**src/rtl/halftone_frame_sequencer.sv**
```systemverilog
// Frame sequencer around the 8x6 halftone pixel-processor array: loads 48 raster
// pixels, waits for the array's error ripple to settle, then streams six row bytes.
module halftone_frame_sequencer #(
    parameter int SETTLE_CYCLES = 4,
    parameter int N_PIX         = 48,
    parameter int N_ROWS        = 6
) (
    input  logic       clock,
    input  logic       reset,
    input  logic [7:0] pix_in,
    input  logic       pix_valid,
    output logic       pix_ready,
    output logic [7:0] pixel_1,  pixel_2,  pixel_3,  pixel_4,  pixel_5,  pixel_6,  pixel_7,  pixel_8,
    output logic [7:0] pixel_9,  pixel_10, pixel_11, pixel_12, pixel_13, pixel_14, pixel_15, pixel_16,
    output logic [7:0] pixel_17, pixel_18, pixel_19, pixel_20, pixel_21, pixel_22, pixel_23, pixel_24,
    output logic [7:0] pixel_25, pixel_26, pixel_27, pixel_28, pixel_29, pixel_30, pixel_31, pixel_32,
    output logic [7:0] pixel_33, pixel_34, pixel_35, pixel_36, pixel_37, pixel_38, pixel_39, pixel_40,
    output logic [7:0] pixel_41, pixel_42, pixel_43, pixel_44, pixel_45, pixel_46, pixel_47, pixel_48,
    input  logic [1:8] HTPV_Row_1,
    input  logic [1:8] HTPV_Row_2,
    input  logic [1:8] HTPV_Row_3,
    input  logic [1:8] HTPV_Row_4,
    input  logic [1:8] HTPV_Row_5,
    input  logic [1:8] HTPV_Row_6,
    output logic [7:0] htpv_byte,
    output logic       htpv_valid,
    input  logic       htpv_ready,
    output logic       row_last,
    output logic       busy
);

    typedef enum logic [1:0] {
        ST_LOAD   = 2'd0,
        ST_SETTLE = 2'd1,
        ST_EMIT   = 2'd2
    } state_t;

    localparam logic [5:0] PIX_LAST    = 6'(N_PIX - 1);
    localparam logic [2:0] ROW_LAST    = 3'(N_ROWS - 1);
    localparam logic [3:0] SETTLE_LAST = 4'(SETTLE_CYCLES - 1);

    state_t      state_r, state_s;
    logic [5:0]  pix_idx_r;
    logic [3:0]  settle_cnt_r;
    logic [2:0]  row_idx_r;
    logic [7:0]  pix_mem_r [0:N_PIX-1];
    logic [7:0]  row_cap_r [0:N_ROWS-1];

    // State register
    always_ff @(posedge clock or posedge reset) begin
        if (reset) begin
            state_r <= ST_LOAD;
        end else begin
            state_r <= state_s;
        end
    end

    // Next-state and output decode; outputs depend on registered state only
    always_comb begin
        state_s    = state_r;
        pix_ready  = 1'b0;
        busy       = 1'b0;
        htpv_valid = 1'b0;
        htpv_byte  = 8'h00;
        row_last   = 1'b0;
        case (state_r)
            ST_LOAD: begin
                pix_ready = 1'b1;
                if (pix_valid && (pix_idx_r == PIX_LAST)) begin
                    state_s = ST_SETTLE;
                end else begin
                    state_s = ST_LOAD;
                end
            end
            ST_SETTLE: begin
                busy = 1'b1;
                if (settle_cnt_r == SETTLE_LAST) begin
                    state_s = ST_EMIT;
                end else begin
                    state_s = ST_SETTLE;
                end
            end
            ST_EMIT: begin
                busy       = 1'b1;
                htpv_valid = 1'b1;
                htpv_byte  = row_cap_r[row_idx_r];
                row_last   = (row_idx_r == ROW_LAST);
                if (htpv_ready && (row_idx_r == ROW_LAST)) begin
                    state_s = ST_LOAD;
                end else begin
                    state_s = ST_EMIT;
                end
            end
            default: begin
                state_s = ST_LOAD;
            end
        endcase
    end

    // Frame assembly, settle timing, row capture and row indexing
    always_ff @(posedge clock or posedge reset) begin
        if (reset) begin
            pix_idx_r    <= 6'd0;
            settle_cnt_r <= 4'd0;
            row_idx_r    <= 3'd0;
            for (int i = 0; i < N_PIX; i++) pix_mem_r[i] <= 8'h00;
            for (int r = 0; r < N_ROWS; r++) row_cap_r[r] <= 8'h00;
        end else begin
            case (state_r)
                ST_LOAD: begin
                    if (pix_valid) begin
                        pix_mem_r[pix_idx_r] <= pix_in;
                        if (pix_idx_r == PIX_LAST) begin
                            pix_idx_r    <= 6'd0;
                            settle_cnt_r <= 4'd0;
                        end else begin
                            pix_idx_r <= pix_idx_r + 6'd1;
                        end
                    end
                end
                ST_SETTLE: begin
                    if (settle_cnt_r == SETTLE_LAST) begin
                        // Leftmost array column lands in bit 7 of each row byte
                        row_cap_r[0] <= HTPV_Row_1;
                        row_cap_r[1] <= HTPV_Row_2;
                        row_cap_r[2] <= HTPV_Row_3;
                        row_cap_r[3] <= HTPV_Row_4;
                        row_cap_r[4] <= HTPV_Row_5;
                        row_cap_r[5] <= HTPV_Row_6;
                        row_idx_r    <= 3'd0;
                    end else begin
                        settle_cnt_r <= settle_cnt_r + 4'd1;
                    end
                end
                ST_EMIT: begin
                    if (htpv_ready) begin
                        if (row_idx_r == ROW_LAST) begin
                            row_idx_r <= 3'd0;
                        end else begin
                            row_idx_r <= row_idx_r + 3'd1;
                        end
                    end
                end
                default: begin
                    row_idx_r <= 3'd0;
                end
            endcase
        end
    end

    assign pixel_1  = pix_mem_r[0];  assign pixel_2  = pix_mem_r[1];  assign pixel_3  = pix_mem_r[2];  assign pixel_4  = pix_mem_r[3];
    assign pixel_5  = pix_mem_r[4];  assign pixel_6  = pix_mem_r[5];  assign pixel_7  = pix_mem_r[6];  assign pixel_8  = pix_mem_r[7];
    assign pixel_9  = pix_mem_r[8];  assign pixel_10 = pix_mem_r[9];  assign pixel_11 = pix_mem_r[10]; assign pixel_12 = pix_mem_r[11];
    assign pixel_13 = pix_mem_r[12]; assign pixel_14 = pix_mem_r[13]; assign pixel_15 = pix_mem_r[14]; assign pixel_16 = pix_mem_r[15];
    assign pixel_17 = pix_mem_r[16]; assign pixel_18 = pix_mem_r[17]; assign pixel_19 = pix_mem_r[18]; assign pixel_20 = pix_mem_r[19];
    assign pixel_21 = pix_mem_r[20]; assign pixel_22 = pix_mem_r[21]; assign pixel_23 = pix_mem_r[22]; assign pixel_24 = pix_mem_r[23];
    assign pixel_25 = pix_mem_r[24]; assign pixel_26 = pix_mem_r[25]; assign pixel_27 = pix_mem_r[26]; assign pixel_28 = pix_mem_r[27];
    assign pixel_29 = pix_mem_r[28]; assign pixel_30 = pix_mem_r[29]; assign pixel_31 = pix_mem_r[30]; assign pixel_32 = pix_mem_r[31];
    assign pixel_33 = pix_mem_r[32]; assign pixel_34 = pix_mem_r[33]; assign pixel_35 = pix_mem_r[34]; assign pixel_36 = pix_mem_r[35];
    assign pixel_37 = pix_mem_r[36]; assign pixel_38 = pix_mem_r[37]; assign pixel_39 = pix_mem_r[38]; assign pixel_40 = pix_mem_r[39];
    assign pixel_41 = pix_mem_r[40]; assign pixel_42 = pix_mem_r[41]; assign pixel_43 = pix_mem_r[42]; assign pixel_44 = pix_mem_r[43];
    assign pixel_45 = pix_mem_r[44]; assign pixel_46 = pix_mem_r[45]; assign pixel_47 = pix_mem_r[46]; assign pixel_48 = pix_mem_r[47];

endmodule

```
**config.mk**
```make
export PLATFORM = sky130hd
export DESIGN_NAME = halftone_frame_sequencer
export DESIGN_NICKNAME = d
export VERILOG_FILES = /design/src/rtl/halftone_frame_sequencer.sv
export SDC_FILE = /design/constraint.sdc
export NUM_CORES = 1
export LEC_CHECK = 0
export CELL_PAD_IN_SITES_DETAIL_PLACEMENT = 0
export CELL_PAD_IN_SITES_GLOBAL_PLACEMENT = 1
export CORE_UTILIZATION = 32
export CTS_BUF_LIST = sky130_fd_sc_hd__clkbuf_4
export CTS_CLUSTER_SIZE = 28
export DETAILED_ROUTE_END_ITERATION = 10
export HOLD_SLACK_MARGIN = 0.03
export PLACE_DENSITY = 0.63
export SLEW_MARGIN = 25
export SYNTH_ARGS = -nofsm -noshare
export SYNTH_HDL_FRONTEND = slang
export SYNTH_SLANG_ARGS = --single-unit
```
**constraint.sdc**
```tcl
create_clock -name clock -period 22.6 [get_ports clock]
set_input_delay 3.39 -clock clock [delete_from_list [all_inputs] [get_ports clock]]
set_output_delay 3.39 -clock clock [all_outputs]
set_load 0.005 [all_outputs]
```
==> After elaboration in Yosys (flattened, before gate mapping) <==
Cells that the tools add are included.
{ "classes": {"n_mux": 24, "order_cmp": 3, "n_addsub": 3, "reduce_logical": 10, "div_mod_pow": 0, "n_shift": 0, "bitwise": 3, "eq_ne": 10, "n_mul": 0} }
{ "op_table": {"columns": ["cell", "count"], "rows": [
  ["384-bit bitwise mux", 1],
  ["8-bit demux with 6-bit select", 1],
  ["8-bit two-way mux", 4],
  ["8-bit binary-select mux with 3-bit select", 1],
  ["4-bit two-way mux", 3],
  ["2-bit != test, second input constant", 5],
  ["3-bit two-way mux", 3],
  ["3-bit one-hot mux with 3 select lines", 1],
  ["4-bit one-hot mux with 2 select lines", 1],
  ["7-bit greater-or-equal comparator, second input constant", 1],
  ["7-bit by 1-bit < comparator with 1-bit output, second input constant", 1],
  ["6-bit NOT with 7-bit output", 1],
  ["6-bit by 1-bit adder with 6-bit output, second input constant", 1],
  ["6-bit equality test, second input constant", 1],
  ["6-bit two-way mux", 1],
  ["2-bit one-hot mux with 3 select lines", 1],
  ["1-bit two-way mux", 5],
  ["4-bit by 1-bit adder with 4-bit output, second input constant", 1],
  ["4-bit by 2-bit equality test with 1-bit output, second input constant", 1],
  ["4-bit greater-or-equal comparator, second input constant", 1],
  ["2-bit two-way mux", 2],
  ["3-bit NOT with 4-bit output", 1],
  ["2-bit AND reduction", 2],
  ["4-bit AND reduction", 1],
  ["other kinds (10)", 12]
]} }
{ "totals": {"out_inout_bits": 396, "ram_bits": 0, "rom_bits": 0, "memories": 0, "inputBits": 60, "latchBits": 0, "wordCells": 111, "regBits": 447} }

==> Depth between registers and ports, before layout <==
{ "logic_depth": {"ltp_word": 6, "ltp_mapped": 7, "ltp_nobuf": 6} }

==> Least setup slack after synthesis <==
OpenSTA, ideal clock, no wires.
{ "synth_path": {"path_type": "input -> register", "start": "input pix_valid", "end": "register pix_mem_r, in the netlist pixel_30[0]", "setup_ns": 0.125, "t_arrival_ns": 4.553, "stages": 5, "required_ns": 22.475, "path_slack_ns": 17.922, "path_buffers": 1, "path_cell_list": "and3b_1 > buf_2 > nand3_2 > nor2_2 > mux2_2"} }
{ "synth_between": {"elab_chain_len": 1} }
{ "synth_rtl": {"columns": ["item", "line", "text"], "rows": [
  ["from (decl)", "11", "input logic pix_valid,"],
  ["2-bit AND reduction (no line)", null, null],
  ["to (signal, indexed assignment)", "112", "pix_mem_r[pix_idx_r] <= pix_in;"],
  ["to (decl)", "46", "logic [7:0] pix_mem_r [0:N_PIX-1];"]
]} }
No other way between the ends.
A chain may end at the register's enable or synchronous reset.

==> Worst setup path after layout <==
{ "layout_path": {"start": "register state_r[0]", "end": "output htpv_byte[6]"} }
{ "layout_between": {"elab_chain_len": 2} }
{ "layout_rtl": {"columns": ["item", "line", "text"], "rows": [
  ["from (decl)", "42", "state_t state_r, state_s;"],
  ["from (signal assigned)", "54", "state_r <= state_s;"],
  ["2-bit equality test", "66", "case (state_r)"],
  ["8-bit two-way mux", "66", null],
  ["to (decl)", "25", "output logic [7:0] htpv_byte,"]
]} }
No other way between the ends.

==> results.cfg <==
[power]
leakagePower_nw = 11.4
p_comb_frac = 0.190
p_seq_frac = 0.452
p_switching_uw = 553
cellInternalPower_mw = 1.49
power_density_nw_per_um2 = 83.4
vdd_ir_drop_max_v = 0.0000415
switching_share = 0.270
power_frac_clock = 0.358

[synthesis]
syn_nets = 1180
ys_seq_elements = 447
avgSynthCellArea_um2 = 15.8
ys_async_sr_fraction = 1.00
synth_cell_type_count = 44
synth.largest_area_cell = dfrtp_1
ys_warn_count = 0
synth_top_cells_by_area = dfrtp_1 64%, mux2_2 28%, mux4_2 1.0%
synthCells = 1114
synth_edf_count = 0
ys_seq_area_frac = 0.635
synthFlopType = dfrtp_1
synth_top_cell_area_share = 0.635
netlist_area_um2 = 17600

[clocking]
post_cts_buffers = 0
htree_levels = 3
insertion_delay_ns = 0.90
cts_hold_buf = 0
ctsRootBufferMaster = clkbuf_4
cts.sinks = 447
max-clock-path-buffers = 3
cts_tree = yes
cts-resized-gates = 0
clk_pin_slew_ns = 0.06
cts_buffers = 120

[layout]
finalInstanceArea_um2 = 24500
post_route_cells_drive_above_1_share = 0.408
largest_register = row_cap_r
finalNonFillerCells = 2441
syn_to_final_growth_pct = 39.1
fill_cells = 4965
largest_reg_flops = 48
nets = 1714

[placement]
dp.cells = 2221
dpl_worst_slack_ns = 16.23
place_congestion = 0.754
placed_area_um2 = 22900
dp_hpwl_mm = 34.5
port_buffers = 455

[worst_hold_path]
min_from = pixel_11[7]
hold_path.class = register to register

[routing]
dr.pass1.iters = 5
via_per_inst = 4.74
wl_per_cell_um = 22.0
drc_errors = 0
wl_mm = 53.7
drtIter0Drc = 357
ant_nets = 0
vias = 11600

[global_route]
grt_pass1_wl_mm = 80.7
antenna_found_initial = 2
track_usage = 0.193
grt_pass1_vias = 12400
grt_start_max_net_pins = 115
grt_overflow = 0

[timing]
fmax_mhz = 160
hold_violations = 0
period_share = 0.277
drv_slew = 0
worstMarginPinSlew_ns = 0.931
finalWorstSetupSlack_ns = 16.35
fin_setup_tns_ns = 0
rsz0062_at_grt = no
setup_viol_count_final = 0
slew_headroom = 0.379
skew_ns = 0.0721
min_period_ns = 6.25

[floorplan]
core_um2 = 54100
initial_core_util = 0.325
ios = 456
dieArea_um2 = 56000
chipHeight_um = 237
rows = 85
die_w_um = 237

[critical_path]
cp-start-kind = register
crit_path_end_kind = output port
crit_fanout = 9
reg2reg_from = state_r[0]
crit_start = state_r[0]
crit_required_ns = 19.21
worstPathArrival_ns = 2.86
critPathKind = register to output port

[job]
max_cap_violations = 0

[outcome]
status = completed
-- worst max-delay path, cell delays in order, from the launching register on --
cell,delay (ns)
dfrtp_1,0.40
inv_1,0.09
ha_1,0.28
nand3b_1,0.37
o22ai_1,0.31
clkdlybuf4s50_1,0.55
-- area by class of cell --
type | instances | area (µm²) | area share
Antenna cell | 6 | 15.0 | 0.000613
Sequential cell | 447 | 11200 | 0.457
Clock inverter | 26 | 165 | 0.00674
Inverter | 17 | 71.3 | 0.00291
Timing Repair Buffer | 471 | 4650 | 0.190
Tap cell | 696 | 871 | 0.0356
Clock buffer | 187 | 1400 | 0.0573
Multi-Input combinational cell | 591 | 6130 | 0.250
-- power by group through the flow --
| stage | logic [mW] | registers (mW) | clock network, mW |
|---|---|---|---|
| detailed placement | 0.397 | 0.939 | 0 |
| CTS | 0.398 | 0.924 | 0.765 |
| floorplan | 0.177 | 0.927 | 0 |
| global route | 0.414 | 0.935 | 0.804 |
| global placement | 0.393 | 0.936 | 0 |
| finish | 0.388 | 0.923 | 0.732 |
-- metal layers --
metal	GRT usage	up-vias	wire (µm)
met5	0	-	0
met4	0.0628	0	1200
met3	0.0635	96	3620
met2	0.331	342	27200
met1	0.228	6032	21700
li1	-	5098	-
-- Yosys cell counts (2+ instances only) --
cell type	number
nand3_2	4
or3_1	2
clkbuf_1	42
a22o_1	2
nor2_4	11
nor2_2	24
a32o_1	2
nand2_2	5
o21ai_0	4
nand2b_1	6
mux2_2	433
mux4_2	8
and3_1	2
mux2i_1	9
dfrtp_1	447
nor3_1	3
ha_1	6
nor2_1	8
buf_1	2
buf_2	14
nor2b_1	7
o22ai_1	9
nand3_1	8
nand2_1	17
a21oi_1	4
inv_1	17
-- path summary, 6_finish.rpt --
check	to	slack (ns)	cells past startpoint
min reg2reg	pixel_11[7]	0.50	1
min in group asynchronous	pixel_37[7]	3.11	2
max reg2reg	pixel_28[2]	19.90	6
min	pixel_11[7]	0.50	1
max	htpv_byte[6]	16.35	5
max in group asynchronous	pixel_4[5]	17.56	5
-- through the flow --
stage | hold slack, ns | util | power, mW
CTS | 0.505 | 0.452 | 2.09
global placement | 0.485 | 0.423 | 1.33
global route | 0.514 | 0.452 | 2.15
detailed placement | 0.491 | 0.423 | 1.34
finish | 0.501 | 0.452 | 2.04
floorplan | 0.475 | - | 1.10
-- cells in the final DEF, fill, tap and decap left out, types with 2 or more instances in the layout --
cell and n:
nand2b_1 6, mux2_2 433, nor2_2 24, clkbuf_4 187, dfrtp_1 447, nor2_4 12, inv_1 16, ha_1 6
nor3_1 3, and3_1 2, buf_2 8, inv_6 2, a32o_1 2, mux4_2 8, o22ai_1 9, nor2_1 7
o21ai_0 4, buf_4 15, nand3_2 4, nor2b_1 7, nand2_1 17, nand2_2 5, diode_2 6, clkdlybuf4s50_1 447
mux2i_1 9, a22o_1 2, bufinv_16 2, or3_1 2, nand3_1 8, a21oi_1 4, clkinv_1 20
-- kinds of logic (layout without fill, tap and decap cells) --
group / after synthesis / in the layout / share of synthesized area
AOI/OAI and AO/OA: 27 / 27 / 0.0103
xor gates and xnor gates: 1 / 1 / 0.000497
adders and majority gates: 6 / 6 / 0.00426
buffers and inverters: 76 / 701 / 0.0174
DFF: 447 / 447 / 0.635
muxes: 451 / 451 / 0.293
other: 0 / 6 / 0
and+or+nand+nor: 106 / 106 / 0.0396
(Power assumes the default switching activity.)
